--- src/rtl/intan_fifo_writer.sv ---
// Write-side responder for the Intan sample FIFO pair.
//
// When the downstream reader raises fs_read, this block writes one frame into
// the high-byte/low-byte FIFO pair. A frame is a header word {HEAD_TAG, frame_cnt}
// followed by one sample word per channel from the converter stream. It then
// raises fd_read until fs_read drops. Dropping fs_read mid-frame aborts the frame
// and sets the sticky err flag.
//
// Ports:
//   clk        FIFO write clock
//   rst        asynchronous active-high reset
//   dev_kind   channels per frame (00:16, 01:32, 10:64, 11:128), latched at frame start
//   fs_read    frame request level from the reader
//   fd_read    frame done, high while in DONE
//   smp_d      sample word from the converter
//   smp_valid  sample valid
//   smp_ready  sample accepted when smp_valid & smp_ready
//   fifo_txd   write data, [15:8] to FIFO1, [7:0] to FIFO0
//   fifo_txen  write enables {FIFO1, FIFO0}, always both or neither
//   fifo_full  full flags {FIFO1, FIFO0}
//   frame_cnt  completed-frame counter, wraps
//   err        sticky abort flag
module intan_fifo_writer #(
  parameter logic [7:0]  HEAD_TAG = 8'hA5,
  parameter int unsigned CNT_W    = 8
) (
  input  logic             clk,
  input  logic             rst,
  input  logic [1:0]       dev_kind,
  input  logic             fs_read,
  output logic             fd_read,
  input  logic [15:0]      smp_d,
  input  logic             smp_valid,
  output logic             smp_ready,
  output logic [15:0]      fifo_txd,
  output logic [1:0]       fifo_txen,
  input  logic [1:0]       fifo_full,
  output logic [CNT_W-1:0] frame_cnt,
  output logic             err
);

  localparam logic [3:0] StIdle = 4'b0001;
  localparam logic [3:0] StHead = 4'b0010;
  localparam logic [3:0] StData = 4'b0100;
  localparam logic [3:0] StDone = 4'b1000;

  logic [3:0]       state_q, state_d;
  logic [CNT_W-1:0] ch_cnt_q, ch_cnt_d;
  logic [CNT_W-1:0] ch_num_q, ch_num_d;
  logic [CNT_W-1:0] frame_cnt_q, frame_cnt_d;
  logic             err_q, err_d;
  logic [CNT_W-1:0] ch_cnt_inc;
  logic             wr_ok;

  // One full flag stalls both byte lanes so the pair stays word-aligned.
  assign wr_ok      = ~|fifo_full;
  assign ch_cnt_inc = ch_cnt_q + CNT_W'(1);

  always_comb begin
    state_d     = state_q;
    ch_cnt_d    = ch_cnt_q;
    ch_num_d    = ch_num_q;
    frame_cnt_d = frame_cnt_q;
    err_d       = err_q;
    fd_read     = 1'b0;
    smp_ready   = 1'b0;
    fifo_txen   = 2'b00;
    fifo_txd    = 16'h0000;

    unique case (state_q)
      StIdle: begin
        if (fs_read) begin
          ch_num_d = CNT_W'(16) << dev_kind;
          ch_cnt_d = '0;
          state_d  = StHead;
        end
      end
      StHead: begin
        if (!fs_read) begin
          // Abort: nothing written this cycle.
          err_d   = 1'b1;
          state_d = StIdle;
        end else if (wr_ok) begin
          fifo_txen = 2'b11;
          fifo_txd  = {HEAD_TAG, frame_cnt_q};
          state_d   = StData;
        end
      end
      StData: begin
        if (!fs_read) begin
          err_d   = 1'b1;
          state_d = StIdle;
        end else begin
          smp_ready = wr_ok;
          if (smp_valid && wr_ok) begin
            fifo_txen = 2'b11;
            fifo_txd  = smp_d;
            ch_cnt_d  = ch_cnt_inc;
            if (ch_cnt_inc == ch_num_q) begin
              state_d = StDone;
            end
          end
        end
      end
      StDone: begin
        fd_read = 1'b1;
        if (!fs_read) begin
          frame_cnt_d = frame_cnt_q + CNT_W'(1);
          state_d     = StIdle;
        end
      end
      default: state_d = StIdle;
    endcase
  end

  always_ff @(posedge clk or posedge rst) begin
    if (rst) begin
      state_q     <= StIdle;
      ch_cnt_q    <= '0;
      ch_num_q    <= CNT_W'(16);
      frame_cnt_q <= '0;
      err_q       <= 1'b0;
    end else begin
      state_q     <= state_d;
      ch_cnt_q    <= ch_cnt_d;
      ch_num_q    <= ch_num_d;
      frame_cnt_q <= frame_cnt_d;
      err_q       <= err_d;
    end
  end

  assign frame_cnt = frame_cnt_q;
  assign err       = err_q;

endmodule

--- config.mk ---
export PLATFORM = sky130hd
export DESIGN_NAME = intan_fifo_writer
export DESIGN_NICKNAME = d
export VERILOG_FILES = /design/src/rtl/intan_fifo_writer.sv
export SDC_FILE = /design/constraint.sdc
export NUM_CORES = 1
export LEC_CHECK = 0
export CORE_MARGIN = 2
export CORE_UTILIZATION = 56
export DETAILED_ROUTE_END_ITERATION = 10
export DONT_BUFFER_PORTS = 1
export PLACE_DENSITY = 0.75
export SKIP_LAST_GASP = 1
export SYNTH_ARGS = -nofsm -noshare
export SYNTH_HDL_FRONTEND = slang
export SYNTH_SLANG_ARGS = --single-unit
--- constraint.sdc ---
create_clock -name clk -period 2.98 [get_ports clk]
set_clock_uncertainty 0.15 [all_clocks]
set_input_delay 0.894 -clock clk [delete_from_list [all_inputs] [get_ports clk]]
set_output_delay 0.894 -clock clk [all_outputs]
set_load 0.005 [all_outputs]
Word-level counts from Yosys, hierarchy flattened --
Cells that the tools add are included.
Cells by class: add/sub/neg operators 2, equal/unequal tests 12, shift operators 1, muxes and demuxes 25, bitwise logic cells 1, reductions and logical operators 10
Operators with widths (count):
- two-way mux 16 bit | 4
- one-hot mux 16 bit (2 select lines) | 1
- two-way mux 4 bit | 7
- two-way mux 8 bit | 3
- adder 8 x 1 -> 8 bit (second input constant) | 2
- one-hot mux 4 bit (4 select lines) | 1
- one-hot mux 8 bit (2 select lines) | 1
- inequality test 3 bit (second input constant) | 3
- == test 8 bit | 1
- two-way mux 2 bit | 4
- inequality test 2 bit (second input constant) | 4
- << shifter 5 x 2 -> 8 bit (first input constant) | 1
- AND reduction 2 bit | 3
- AND reduction 5 bit | 1
- == test 4 x 1 -> 1 bit (second input constant) | 1
- == test 4 x 2 -> 1 bit (second input constant) | 1
- == test 4 x 3 -> 1 bit (second input constant) | 1
- == test 4 bit (second input constant) | 1
- one-hot mux 2 bit (2 select lines) | 1
- AND reduction 4 bit | 1
- OR reduction 2 bit | 2
- two-way mux 1 bit | 3
- nonzero test 2 bit | 1
- logical AND 1 bit | 1
- 2 further kinds | 2
Word-level totals: register bits 29, bits of input ports 24, output and inout bits 29, word-level logic and storage cells 56

Longest topological paths before layout --
Gate-level depths: netlist of the first run.
depth in word-level cells 6, mapped depth 7, depth with buffers taken out 6

Worst setup path before layout of the first run --
OpenSTA, ideal clock, no wires.
path type input-to-output, from input fs_read, to output fifo_txd[0], arrival 1984 ps, required time 1936 ps, setup slack -48 ps, cell stages on the path 6, path buffers 2, path through buf_4 > nor3b_2 > nand2_2 > nor3_4 > buf_2 > a22o_1
On the way: longest elaborated chain between the ends 2, elaborated cells on any way between the ends 3, classes of those cells 3 x mux
Ends and longest elaborated chain:
- start, declared | RTL line 30 | input logic fs_read,
- two-way mux 16 bit (on tied branches) | RTL line 90, 79
- one-hot mux 16 bit (2 select lines) (*) | RTL line 70 | unique case (state_q)
- end, declared | RTL line 35 | output logic [15:0] fifo_txd,
Every way passes the cells marked *; elsewhere a longest branch is shown, timed or not.

Final worst setup path of the first run --
from input fs_read, to output fifo_txd[7]
The elaborated chain is that of the path after synthesis.

==> results.md, run 1 <==
* Status: finished, final reports clean
* Worst Tran Pin Value at 0.3377 ns
* CTS Buffer Depth at 2
* Peak Freq at 0.3491 GHz
* CTS Hold Bufs at 0
* Leading area contributor after synthesis: dfrtp_1
* Via count at 1275
* Commonest non-fill, non-tap cell in the layout: dfrtp_1
* CTS Buf Count at 3
* Post-layout nets at 199
* CTS tree: done
* Compound-gate portion of the synthesized area at 21.67%
* Worst path required time at 1.94 ns
* Worst setup SP type: input pin
* WL/cell at 16.09 um
* Worst EP arrival at 1.82 ns
* Pre-antenna DRT Iters at 4
* Post-synthesis simple-gate area fraction at 24.60%
* Post-synth top area share at 36.51%
* # clock sinks at 25
* Worst-Skew Late Latency at 0.33 ns
* Grt total ovfl at 0
* Antenna violations before repair at 0
* Hold WC Path Type: in2async
* Total negative slack at 0 ns
* Avg Cell Area, Syn at 9.113 sq um
* # setup viols final at 0
* Final Hold Viols at 0
* Worst R2R Setup Slack at 0.64 ns
* Area contributors post-synth: dfrtp_1 37%, o21ai_0 6.0%, nand2_1 4.5%
* CTS clk-pin slew, worst paths at 0.14 ns
* Post-Synth XOR/XNOR Area at 5.556%
* First-pass GRT wire length at 5457 um
* Initial Utilization at 58.17%
* Overall Global Routing Usage at 21.24%
* Share of layout cells above drive strength 1 at 13.37%
* Synthesized area at 1577 sq um
* Max-Cap Viols at 0
* Distinct cells, synth at 47
* Critical path fanouts, max at 23
* Synth Area in Adders at 1.587%
* Seq cells post-synth at 25
* Largest net degree at the start of global routing at 26
* PostCTS Resize Cnt at 0
* WL final at 3266 um
* Post-CTS Setup Inserts at 0
* Placer Congestion at 0.8936
* Peak VDD IR at 0.2781 mV
* Max-slew violations at 0
* Async S/R FF share, synth at 100.0%
* Core Box Area at 2710 sq um
* DRT iter0 DRCs at 45
* Placed cell areas at 1617 sq um
* Via-to-Cell Ratio at 6.281
* Sequential share of the synthesized area at 39.84%
* Largest family of logic cells by synthesized area: simple AND/OR/NAND/NOR gates
* RSZ-0062 raised after global routing: false
* CP max stage cell: nor3b_4
* Die Ht at 57.06 um
* Worst Setup End Kind: output pin
* Vias in the first global route at 1187
* Port bufs at 0
* Mux cell area share after synthesis at 2.063%
* Power per cell area at 406.7 nW/um^2
* Core Rows at 19
* Reg-to-reg startpoint: state_q[0]
* Synth Instances at 173
* Main synth FF type: dfrtp_1
* Post-DP HPWL at 2462 um
* Syn. warnings at 0
* Leakage Power at 0.7221 nW
* Final Cycle Share at 96.12%
* Tmin final at 2.864 ns
* Syn-to-layout area delta at 4.207%
* Number of synthesized flops with an enable pin at 0
* Most frequent cells in the layout: 23 x dfrtp_1, 19 x o21ai_0, 19 x nand2_1, 11 x nor2_1
* Reg2Reg Depth at 5
* Area of the die at 3256 sq um
* # diodes at 0
* CTS root buffer: clkbuf_4
* Syn_nets at 199
* Critical Path, Cell by Cell: nor3b_4, nand2_2, nor3_4, buf_12, a22o_1
* Residual DRC at 0
* FF-to-FF End: ch_cnt_q[3]
* Die width at 57.06 um
* Worst Path Class, Setup: in2out
* CP peak stage delay at 0.22 ns
* Fin area at 1643 sq um
* Post-route ant nets at 0
* Slew HR at 76.91%
* H-tree levels at 1
* Ports at 53
-- cell families after synthesis --
family,Yosys count
AO/OA/AOI/OAI,51
adder cells (fa/ha/maj),2
flip-flops,25
AND/OR/NAND/NOR,68
XOR/XNOR,10
multiplexers,3
buffers and inverters,14
-- metrics by stage --
step / power [W] / hold slack, ns / setup slack [ns] / instances / util, %
floorplan: 0.0004949 / 0.3100 / 0.004005 / 173 / -
global placement: 0.0005129 / 0.3243 / 0.1378 / 199 / 59.65
detailed placement: 0.0005178 / 0.3451 / 0.1109 / 199 / 59.65
CTS: 0.0006744 / 0.3295 / 0.1133 / 203 / 60.62
global route: 0.0006973 / 0.3477 / 0.03705 / 203 / 60.62
finish: 0.0006681 / 0.3243 / 0.1157 / 203 / 60.62
-- cells in the mapped netlist, drive strengths merged, types with 4 or more instances --
cell type / count
a21o: 6
a31oi: 4
nor2: 11
nand2b: 6
nand2: 20
nor3: 4
dfrtp: 23
buf: 8
and2: 6
o21ai: 20
a22o: 8
xnor2: 8
nand4: 8
-- cell type report --
class	count	area [sq um]
Fill cell	257	1067
Multi-Input combinational cell	134	880.8
Tap cell	31	38.79
Sequential cell	25	628.1
Inverter	3	11.26
Timing Repair Buffer	6	57.56
Clock buffer	4	26.28
-- worst max-delay path: cells and delay by family --
family	cells	cell delay (ns)
AOI/OAI and AO/OA	1	0.17
buffers and inverters	1	0.18
and+or+nand+nor	3	0.58
-- per-layer routing --
layer	wire [um]	GRT usage, %	vias up
met5	0	0	-
li1	-	-	629
met3	165	3.855	5
met2	1640	35.47	38
met4	52	7.973	0
met1	1408	27.66	603
-- power breakdown --
group	total [W]	internal, W	leakage [nW]	switching (W)
logic	0.000121	0.0000563	0.380	0.0000646
clock network	0.000157	0.0000525	0.0150	0.000104
registers	0.000390	0.000366	0.327	0.0000248
-- registers in the layout, summed over array words and instances (netlist names) --
name	cells
ch_num_q	4
ch_cnt_q	8
err	1
frame_cnt	8
state_q	4
-- worst max-delay path by stage --
stage | start | to | slack [ns]
global placement | fs_read | fifo_txd[1] | 0.14
global route | fs_read | fifo_txd[5] | 0.04
finish | fs_read | fifo_txd[7] | 0.12
detailed placement | fs_read | fifo_txd[7] | 0.11
floorplan | fs_read | fifo_txd[11] | 0.004
CTS | fs_read | fifo_txd[7] | 0.11
No activity file was read; power rests on OpenSTA's default activity.
==> run 2, diff against run 1 <==
--- a/config.mk
+++ b/config.mk
@@ -5,7 +5,7 @@
 export SDC_FILE = /design/constraint.sdc
 export NUM_CORES = 1
 export LEC_CHECK = 0
-export CORE_MARGIN = 2
+export CORE_MARGIN = 1
 export CORE_UTILIZATION = 56
 export DETAILED_ROUTE_END_ITERATION = 10
 export DONT_BUFFER_PORTS = 1
==> run 2 against run 1 <==
  * Routed wire length is 2.7% higher
  * Non-clock buffer count stayed put
  * Power is 0.96% higher
  * Count of clock-buffer cells in the layout stayed put
  * Worst hold slack better by 0.013 ns
==> results.md, run 2 (synthesized netlist as in run 1, its figures left out) <==
* Post-CTS Setup Inserts at 0 (unchanged)
* Syn-to-layout area delta at 4.127% (about the same)
* Post-route ant nets at 0 (unchanged)
* Power per cell area at 410.9 nW/um^2 (+1.0%)
* Placer Congestion at 0.7857 (-12%)
* Int Power at 0.0004768 W (+0.51%)
* Net Sw Power at 0.0001977 W (+2.1%)
* Hold WC Path Type: in2async
* CTS Hold Bufs at 0 (unchanged)
* Fillers at 217 (-16%)
* Most frequent cells in the layout: 23 x dfrtp_1, 19 x o21ai_0, 19 x nand2_1, 11 x nor2_1
* Post-DP HPWL at 2477 um (+0.61%)
* Clock group share of total power at 23.5% (about the same)
* Status: finished, final reports clean
* Grt total ovfl at 0 (unchanged)
* WL/cell at 16.60 um (+3.2%)
* CTS tree: done
* Core Rows at 18 (-1)
* First-pass GRT wire length at 5023 um (-8.0%)
* Via-to-Cell Ratio at 6.545 (+4.2%)
* Met2 GRT Util at 38.55% (+3.1 points)
* Share of layout cells above drive strength 1 at 13.37% (unchanged)
* Total negative slack at 0 ns (unchanged)
* Commonest non-fill, non-tap cell in the layout: dfrtp_1
* RSZ-0062 raised after global routing: false
* Seq pwr share at 57.8% (-0.6 points)
* Worst setup SP type: input pin
* Ports at 53 (unchanged)
* GR Layer Usage met3 at 3.005% (-0.85 points)
* Final Hold Viols at 0 (unchanged)
* Critical path fanouts, max at 23 (unchanged)
* Final worst setup slack at 0.09524 ns (-0.02042 ns)
* Via count at 1322 (+3.7%)
* Antenna violations before repair at 0 (unchanged)
* Worst path required time at 1.94 ns (about the same)
* CTS Buf Count at 3 (unchanged)
* Leakage Power at 0.7211 nW (-0.13%)
* Area of the die at 3032 sq um (-6.9%)
* Port bufs at 0 (unchanged)
* Fin area at 1642 sq um (about the same)
* Pre-antenna DRT Iters at 4 (unchanged)
* Placed cell areas at 1615 sq um (about the same)
* Max-Cap Viols at 0 (unchanged)
* Power, Total at 0.0006745 W (+0.96%)
* Initial Utilization at 61.40% (+3.2 points)
* CTS clk-pin slew, worst paths at 0.15 ns (about the same)
* # diodes at 0 (unchanged)
* Max-slew violations at 0 (unchanged)
* PostCTS Resize Cnt at 0 (unchanged)
* Largest net degree at the start of global routing at 26 (unchanged)
* Final Cycle Share at 96.80% (+0.69 points)
* Gr busiest metal: met2
* Die width at 55.06 um (-3.5%)
* Worst EP arrival at 1.84 ns (+0.02 ns)
* Worst-Skew Late Latency at 0.32 ns (about the same)
* Peak Freq at 0.3466 GHz (-0.71%)
* Grt met1 use at 32.36% (+4.7 points)
* Pre-CTS setup slack at 0.1001 ns (-0.01078 ns)
* Peak VDD IR at 0.3016 mV (+8.4%)
* Residual DRC at 0 (unchanged)
* Die Ht at 55.06 um (-3.5%)
* Worst Path Class, Setup: in2out
* Comb pwr share at 18.7% (+0.6 points)
* CTS root buffer: clkbuf_4
* Slew HR at 61.58% (-15 points)
* Overall Global Routing Usage at 23.08% (+1.8 points)
* CTS Buffer Depth at 2 (unchanged)
* WL final at 3354 um (+2.7%)
* Worst Setup End Kind: output pin
* Vias in the first global route at 1124 (-5.3%)
* # setup viols final at 0 (unchanged)
* DRT iter0 DRCs at 26 (-42%)
* Tmin final at 2.885 ns (+0.02042 ns)
* Post-layout nets at 199 (unchanged)
* Worst Tran Pin Value at 0.5716 ns (+0.2339 ns)
* H-tree levels at 1 (unchanged)
* Sw Ratio at 29.31% (+0.32 points)
* Core Box Area at 2567 sq um (-5.3%)
* # clock sinks at 25 (unchanged)
## run 2: cell counts in the layout (fill, tap and decap cells not counted)
Identical to the previous run, type by type.
## run 2: path summary, 6_finish.rpt
check	from	to	slack, ns	cells past startpoint
setup / recovery	fs_read	fifo_txd[3]	0.1	5
hold / removal	rst	frame_cnt[0]	0.34	2
setup reg to reg	state_q[0]	ch_cnt_q[6]	0.87	5
hold reg to reg	err	err	0.38	1
max in group asynchronous	rst	ch_num_q[4]	2.04	2
min in group clk	err	err	0.38	1
## run 2: power by group through the flow
stage | registers (W) | clock network, W | logic, W
2_1_floorplan | 0.000386 | 0 | 0.000109
3_3_place_gp | 0.000395 | 0 | 0.000119
3_5_place_dp | 0.000397 | 0 | 0.000125
4_1_cts | 0.000390 | 0.000157 | 0.000126
5_1_grt | 0.000394 | 0.000166 | 0.000139
6_report | 0.000390 | 0.000159 | 0.000126
## run 2: worst max-delay path: stages
cell	delay, ns
nor3b_4	0.24
nand2_2	0.14
nor3_4	0.21
buf_12	0.18
a22o_1	0.17
## run 2: per-layer routing
layer  part of all wire [%]  wire length, um
met2                     49             1655
met4                   0.45               15
met5                      0                0
met1                     44             1475
met3                    6.2              208
## run 2: cell type report
| type | count | area, sq um | share of cell area [%] |
|---|---|---|---|
| Clock buffer | 4 | 26.28 | 1.601 |
| Inverter | 3 | 11.26 | 0.6860 |
| Multi-Input combinational cell | 134 | 880.8 | 53.66 |
| Sequential cell | 25 | 628.1 | 38.26 |
| Tap cell | 30 | 37.54 | 2.287 |
| Timing Repair Buffer | 6 | 57.56 | 3.506 |
## run 2: metrics by stage
stage          hold WS, ns  cells  utilization (%)
2_1_floorplan       0.3100    173                -
3_3_place_gp        0.3187    198            62.91
3_5_place_dp        0.3456    198            62.91
4_1_cts             0.3603    202            63.94
5_1_grt             0.3748    202            63.94
6_report            0.3372    202            63.94
==> run 3, diff against run 2 <==
--- a/config.mk
+++ b/config.mk
@@ -5,7 +5,7 @@
 export SDC_FILE = /design/constraint.sdc
 export NUM_CORES = 1
 export LEC_CHECK = 0
-export CORE_MARGIN = 1
+export CORE_MARGIN = 8
 export CORE_UTILIZATION = 56
 export DETAILED_ROUTE_END_ITERATION = 10
 export DONT_BUFFER_PORTS = 1
==> run 3 against run 2 <==
  * Critical path depth is the same
  * Register-to-register slack worse by 0.18 ns
  * Sequential power hardly changed
  * Non-clock buffer count shrank 1
  * Die area up 57%
  * Via count shrank 1.8%
  * Clock power fell by 3%
  * Global-route usage shrank 7.7 points
  * Worst setup slack lost 0.0060 ns
  * Core utilization down 3.6 points
  * Sequential share of layout area is 0.15 points higher
  * Power is 1.1% lower
==> results.md, run 3 (synthesized netlist as in run 1, its figures left out) <==
* Critical Path, Cell by Cell: nor3b_4, nand2_2, nor3_4, buf_12, a22o_1
* PostCTS Resize Cnt at 0 (unchanged)
* Pre-antenna DRT Iters at 4 (unchanged)
* Fillers at 247 (+14%)
* Post-CTS Setup Inserts at 0 (unchanged)
* Reg2Reg Depth at 5 (unchanged)
* Worst-Skew Late Latency at 0.33 ns (about the same)
* Syn-to-layout area delta at 3.730%
* Worst R2R Setup Slack at 0.69 ns (-0.18 ns)
* CTS tree: done
* Worst setup SP type: input pin
* Residual DRC at 0 (unchanged)
* Family with the most delay on the worst path: simple AND/OR/NAND/NOR gates
* Fin area at 1635 sq um (-0.38%)
* CTS clk-pin slew, worst paths at 0.14 ns (about the same)
* Worst path required time at 1.94 ns (about the same)
* Worst EP arrival at 1.85 ns (about the same)
* Reg-to-reg startpoint: state_q[0]
* # diodes at 0 (unchanged)
* Max-Cap Viols at 0 (unchanged)
* Final worst setup slack at 0.08922 ns (-0.006016 ns)
* Initial Utilization at 58.17% (-3.2 points)
* FF-to-FF End: ch_cnt_q[7]
* DRT iter0 DRCs at 63 (+140%)
* Final Hold Viols at 0 (unchanged)
* Worst Path Class, Setup: in2out
* Core Rows at 19 (+1)
* Pre-CTS setup slack at 0.09938 ns (-0.0007513 ns)
* H-tree levels at 1 (unchanged)
* Area of the die at 4769 sq um (+57%)
* Ports at 53 (unchanged)
* Peak Freq at 0.3459 GHz (-0.21%)
* Share of layout cells above drive strength 1 at 12.87% (-0.51 points)
* Placer Congestion at 0.8974 (+14%)
* CTS Buffer Depth at 2 (unchanged)
* Critical path fanouts, max at 23 (unchanged)
* Via count at 1298 (-1.8%)
* CP bufs+invs at 1 (unchanged)
* First-pass GRT wire length at 6375 um (+27%)
* Final Cycle Share at 97.01% (+0.20 points)
* Hold WC Path Type: in2async
* Commonest non-fill, non-tap cell in the layout: dfrtp_1
* Peak VDD IR at 0.3626 mV (+20%)
* Total negative slack at 0 ns (unchanged)
* Die Ht at 69.06 um (+25%)
* Hold slack at 0.3203 ns (-0.01688 ns)
* Worst Tran Pin Value at 0.5638 ns (-0.007793 ns)
* Largest net degree at the start of global routing at 26 (unchanged)
* # setup viols final at 0 (unchanged)
* Placed cell areas at 1609 sq um (-0.39%)
* Register area at 628.1 sq um (unchanged)
* Leakage Power at 0.7166 nW (-0.62%)
* Die width at 69.06 um (+25%)
* WL final at 3704 um (+10%)
* Antenna violations before repair at 0 (unchanged)
* RSZ-0062 raised after global routing: false
* Most frequent cells in the layout: 23 x dfrtp_1, 19 x o21ai_0, 19 x nand2_1, 11 x nor2_1
* Slew HR at 62.10% (+0.52 points)
* Tmin final at 2.891 ns (+0.006016 ns)
* Max-slew violations at 0 (unchanged)
* Port bufs at 0 (unchanged)
* CP peak stage delay at 0.22 ns (-0.02 ns)
* Worst Setup End Kind: output pin
* Via-to-Cell Ratio at 6.426 (-1.8%)
* Power per cell area at 408.0 nW/um^2 (-0.70%)
* Post-DP HPWL at 2853 um (+15%)
* Core Box Area at 2710 sq um (+5.6%)
* Post-layout nets at 198 (-0.50%)
* Overall Global Routing Usage at 15.36% (-7.7 points)
* Multi-input gate area at 880.8 sq um (unchanged)
* Post-route ant nets at 0 (unchanged)
* Status: finished, final reports clean
* WL/cell at 18.34 um (+10%)
* Grt total ovfl at 0 (unchanged)
* # clock sinks at 25 (unchanged)
* CTS Buf Count at 3 (unchanged)
* CTS Hold Bufs at 0 (unchanged)
* Vias in the first global route at 1347 (+20%)
* CTS root buffer: clkbuf_4
* CP max stage cell: nor3_4
-- run 3: changes by cell type in the layout (fill, tap and decap cells not counted), sizes merged --
cell  previous run  this run
buf              6         5
-- run 3: layer usage --
layer / vias up / global-route usage [%] / wire length (um) / part of all wire (%)
li1: 625 / - / - / -
met1: 623 / 17.58 / 1546 / 42
met2: 41 / 26.23 / 1855 / 50
met3: 9 / 4.149 / 223 / 6.0
met4: 0 / 6.150 / 78 / 2.1
met5: - / 0 / 0 / 0
-- run 3: report_power, final --
group          leakage, nW  total (W)  switching (W)  internal [W]
clock network       0.0150   0.000155       0.000102     0.0000526
logic                0.375   0.000122      0.0000654     0.0000563
registers            0.327   0.000391      0.0000251      0.000366
total                0.717   0.000667       0.000193      0.000474
-- run 3: per-stage QoR --
step / cells / utilization, % / power (W)
floorplan: 173 / - / 0.0004949
global placement: 198 / 59.37 / 0.0005138
detailed placement: 198 / 59.37 / 0.0005194
CTS: 202 / 60.34 / 0.0006732
global route: 202 / 60.34 / 0.0007077
finish: 202 / 60.34 / 0.0006673
-- run 3: layout make-up --
| cell class | count | share of cell area [%] |
|---|---|---|
| tap | 31 | 2.372 |
| clock buffer | 4 | 1.607 |
| multi-input combinational | 134 | 53.86 |
| timing repair buffer | 5 | 3.060 |
| inverter | 3 | 0.6886 |
| sequential | 25 | 38.41 |
-- run 3: worst max-delay path by stage --
stage / start / to / slack (ns) / cells after the start
finish: fs_read / fifo_txd[3] / 0.09 / 5
global route: state_q[3] / fifo_txd[3] / 0.03 / 5
CTS: fs_read / fifo_txd[3] / 0.1 / 5
detailed placement: fs_read / fifo_txd[3] / 0.1 / 5
global placement: fs_read / fifo_txd[1] / 0.14 / 5
floorplan: fs_read / fifo_txd[11] / 0.004 / 6
